==> config.mk <==
export PLATFORM = sky130hd
export DESIGN_NAME = mips_register_file
export DESIGN_NICKNAME = d
export VERILOG_FILES = /design/src/rtl/mips_pkg.sv /design/src/rtl/regfile_read_port.sv /design/src/rtl/mips_register_file.sv
export SDC_FILE = /design/constraint.sdc
export NUM_CORES = 2
export LEC_CHECK = 0
export CELL_PAD_IN_SITES_DETAIL_PLACEMENT = 0
export CELL_PAD_IN_SITES_GLOBAL_PLACEMENT = 2
export CORE_MARGIN = 2
export CORE_UTILIZATION = 40
export CTS_CLUSTER_DIAMETER = 50
export DETAILED_ROUTE_END_ITERATION = 6
export PLACE_DENSITY = 0.68
export REMOVE_ABC_BUFFERS = 1
export SYNTH_ARGS = -nofsm -noshare
export SYNTH_HDL_FRONTEND = slang
export SYNTH_HIERARCHICAL = 1
export SYNTH_SLANG_ARGS = --single-unit
==> constraint.sdc <==
create_clock -name i_clk -period 3.45 [get_ports i_clk]
set_input_delay 0.5175 -clock i_clk [delete_from_list [all_inputs] [get_ports i_clk]]
set_output_delay 0.5175 -clock i_clk [all_outputs]
set_load 0.02 [all_outputs]
==> src/rtl/mips_pkg.sv <==
// mips_pkg: shared register-file constants and types for the MIPS datapath.
// Rev 1.0
`default_nettype none

package mips_pkg;

  localparam int REG_DATA_W    = 32;
  localparam int REG_ADDR_W    = 5;
  localparam int REG_NUM       = 2 ** REG_ADDR_W;
  localparam int REG_ZERO_ADDR = 0;

  typedef logic [REG_ADDR_W-1:0] reg_addr_t;
  typedef logic [REG_DATA_W-1:0] reg_data_t;

endpackage

`default_nettype wire

==> src/rtl/regfile_read_port.sv <==
// regfile_read_port: one combinational read port with zero-register override and,
// with REGFILE_WR_BYPASS_EN defined, write-through forwarding. Rev 1.0
`default_nettype none

module regfile_read_port
  import mips_pkg::*;
#(
  parameter int DATA_W = REG_DATA_W,
  parameter int ADDR_W = REG_ADDR_W
) (
  input  logic [ADDR_W-1:0]                   ra,
  input  logic [2**ADDR_W-1:0][DATA_W-1:0]    regs,
  input  logic                                byp_en,
  input  logic [ADDR_W-1:0]                   wa,
  input  logic [DATA_W-1:0]                   wd,
  output logic [DATA_W-1:0]                   rd
);

  logic ra_is_zero;
  assign ra_is_zero = (ra == ADDR_W'(REG_ZERO_ADDR));

`ifdef REGFILE_WR_BYPASS_EN
  always_comb begin
    rd = regs[ra];
    if (byp_en && (wa == ra)) begin
      rd = wd;
    end
    // The zero register wins over forwarding, even when wa is also 0.
    if (ra_is_zero) begin
      rd = '0;
    end
  end
`else
  logic unused_byp;
  assign unused_byp = ^{byp_en, wa, wd};

  always_comb begin
    rd = regs[ra];
    if (ra_is_zero) begin
      rd = '0;
    end
  end
`endif

endmodule

`default_nettype wire

==> src/rtl/mips_register_file.sv <==
// mips_register_file: 32x32 MIPS register file, 2 async read ports, 1 sync write port.
// Optional macro REGFILE_WR_BYPASS_EN enables write-through forwarding. Rev 1.0
`default_nettype none

module mips_register_file
  import mips_pkg::*;
#(
  parameter int DATA_W = REG_DATA_W,
  parameter int ADDR_W = REG_ADDR_W
) (
  input  logic              i_clk,
  input  logic              i_rst_n,
  input  logic [ADDR_W-1:0] ra1,
  input  logic [ADDR_W-1:0] ra2,
  input  logic [ADDR_W-1:0] wa,
  input  logic [DATA_W-1:0] wd,
  input  logic              i_we3,
  output logic [DATA_W-1:0] rd1,
  output logic [DATA_W-1:0] rd2
);

  localparam int NUM = 2 ** ADDR_W;

  // Entry 0 has no storage; it only exists as a constant in the read view.
  logic [DATA_W-1:0]           mem [1:NUM-1];
  logic [NUM-1:0][DATA_W-1:0]  regs;
  logic                        byp_en;

  always_ff @(posedge i_clk or negedge i_rst_n) begin
    if (!i_rst_n) begin
      for (int i = 1; i < NUM; i++) begin
        mem[i] <= '0;
      end
    end else if (i_we3 && (wa != ADDR_W'(REG_ZERO_ADDR))) begin
      mem[wa] <= wd;
    end
  end

  always_comb begin
    regs[0] = '0;
    for (int i = 1; i < NUM; i++) begin
      regs[i] = mem[i];
    end
  end

  // Forwarding must not leak write data while reset holds the array at zero.
  assign byp_en = i_we3 & i_rst_n;

  regfile_read_port #(
    .DATA_W (DATA_W),
    .ADDR_W (ADDR_W)
  ) u_rd_port1 (
    .ra     (ra1),
    .regs   (regs),
    .byp_en (byp_en),
    .wa     (wa),
    .wd     (wd),
    .rd     (rd1)
  );

  regfile_read_port #(
    .DATA_W (DATA_W),
    .ADDR_W (ADDR_W)
  ) u_rd_port2 (
    .ra     (ra2),
    .regs   (regs),
    .byp_en (byp_en),
    .wa     (wa),
    .wd     (wd),
    .rd     (rd2)
  );

endmodule

`default_nettype wire

==> metrics.md <==
| Metric | Value |
|---|---|
| Switch share | 27.36% |
| Worst min-delay path class | input port to async pin |
| Drt via density | 6.291 |
| Worst r2r dst | mem[230] |
| Reg clk slew, reported paths | 0.06 ns |
| Peak Freq | 292.5 MHz |
| Worst Max-Slew Pin Slew | 1.245 ns |
| Static leakage | 27.06 nW |
| Commonest cells after routing, fill and taps aside | mux2_2, dfrtp_1, mux4_2 |
| Post-DRT Antenna Nets | 0 |
| Cell area after synthesis | 0.05389 mm^2 |
| Pwr Density | 595.0 mW/mm^2 |
| Skew final | 0 ns |
| CTS Sinks | 992 |
| Flop pwr share | 41.5% |
| WS Path Type | flip-flop to primary output |
| Synthesis Warnings | 6 |
| Top reg by flops | mem |
| Most common cell after layout, fill and taps aside | mux2_2 |
| Max-slew violation count | 0 |
| Max FFs per register | 992 |
| Synthesis-to-finish area growth | 17.26% |
| P_sw | 10.29 mW |
| Core footprint | 0.1336 mm^2 |
| Ports | 114 |
| Fillers | 11,410 |
| First DRT Iteration DRCs | 2,920 |
| RR Startpoint | mem[230] |
| Post-placement cell count | 5,369 |
| Final setup vio count | 0 |
| Status | finished clean |
| Largest net degree at the start of global routing | 103 |
| Die H | 371.1 um |
| Clock power frac | 38.3% |
| Critical path data required time | 2.93 ns |
| Share of layout cells above drive strength 1 | 54.98% |
| Reg-to-reg setup timing slack | 2.60 ns |
| Register area | 0.02482 mm^2 |
| RSZ-0062 raised after global routing | false |
| Syn Inst Count | 3,552 |
| Number of global-route vias before repair | 38,340 |
| Drt wl/cell | 33.12 um |
| Tcrit/Tclk final | 99.10% |
| Clock Tree Buf Depth | 3 |
| Critical Path End Type | primary output |
| Maximum vdd drop | 0.0003940 V |
| Drc violations | 0 |
| Total Power | 37.60 mW |
| Multi-input gate area | 0.02736 mm^2 |
| Initial Utilization | 40.33% |
| Tot GR Track Use | 27.38% |
| Post-CTS Setup Bufs | 0 |
| Nets | 3,792 |
| Top Registers | mem (992) |
| Cells along the critical path | mux2i_1 > a221oi_1 > o21ai_1 > a311oi_2 > clkdlybuf4s50_1 |
| CP arrival | 2.90 ns |
| Slowest stage delay, CP | 0.67 ns |
| Post-DP HPWL | 115,800 um |
| Mean post-synth cell area | 15.17 um^2 |
| P_int | 27.31 mW |
| Total wire length | 186,000 um |
| CTS root buf | clkbuf_16 |
| Detailed Routing Iterations Pass 1 | 5 |
| Die width | 371.1 um |
| FF-to-FF path depth | 1 |
| Vias | 35,330 |
| IO Port Bufs | 113 |
| Grt ovf | 0 |
| # rows | 134 |
| CTS tree | yes |
| Startpoint Class | flip-flop |
| Slowest CP cell | clkdlybuf4s50_1 |
| CTS Buf Count | 138 |
| Total die area | 0.1377 mm^2 |
| GPL Wtd Cong | 0.8214 |
| Final Non-Filler Cells | 5,616 |
| Initial antenna violation count | 4 |
| Comb power frac | 20.2% |
| Min Clock Period, post-route | 3.419 ns |
| Crit path max fanout | 3 |
| Hold Vio Cnt, Final | 0 |
| CTS HTree Levels | 4 |
| Clk Latency, worst-skew pair | 0.78 ns |
| Max cap viols | 0 |
| Max transition margin | 16.75% |
| First-pass GRT wire length | 271,800 um |
worst max-delay path, delay by kind of cell, from the launching register on:
family / cells / cell delay (ns)
compound gates: 3 / 1.00
buf+inv: 1 / 0.67
flops: 1 / 0.37
mux: 1 / 0.08
repair_timing:
action                                  CTS  global route
pin swaps                                 1             0
hold buffers                              1             0
endpoints found under the setup margin    8             6
gates resized for setup                  15             6
cloned                                    0             0
hold endpoints to repair                 52             0
worst max path at each step:
| stage | startpoint | end |
|---|---|---|
| after global routing | ra1[1] | rd1[8] |
| after floorplan | ra1[3] | rd1[0] |
| after detailed placement | ra1[0] | rd1[6] |
| final | mem[298] | rd1[10] |
| after CTS | mem[902] | rd2[6] |
| after global placement | ra1[0] | rd1[6] |
power groups by stage:
stage	logic [mW]	registers, mW	clock network, mW
2_1_floorplan	5.07	15.1	0
3_3_place_gp	7.34	15.4	0
3_5_place_dp	7.56	15.8	0
4_1_cts	7.62	15.6	14.7
5_1_grt	8.07	15.9	15.2
6_report	7.59	15.6	14.4
area by class of cell:
class	count	area share, %
diodes	1	0.003960
clock buffers	186	6.318
clock inverters	59	1.055
inverters	2	0.01980
multi-input cells	2223	43.30
flip-flops and latches	992	39.28
well taps	1768	3.501
repair buffers	385	6.522
stage by stage:
step	hold WS (ns)	utilization, %	cell area (um^2)	TNS, ns	worst slack (ns)
after floorplan	0.2219	-	51890	0	0.7212
after global placement	0.4855	43.72	58430	-0.7084	-0.2539
after detailed placement	0.5056	43.72	58430	-0.6154	-0.2694
after CTS	0.3508	47.27	63160	0	0.02764
after global routing	0.3882	47.29	63190	0	0.005184
final	0.3590	47.29	63190	0	0.03107
metal layers:
layer / global-route usage [%] / wire (um) / up-vias
met1: 36.14 / 78270 / 19360
met3: 5.762 / 11900 / 382
li1: - / - / 14240
met4: 10.81 / 6821 / 0
met5: 0 / 0 / -
met2: 44.17 / 89000 / 1347
No activity file was read; power rests on OpenSTA's default activity.
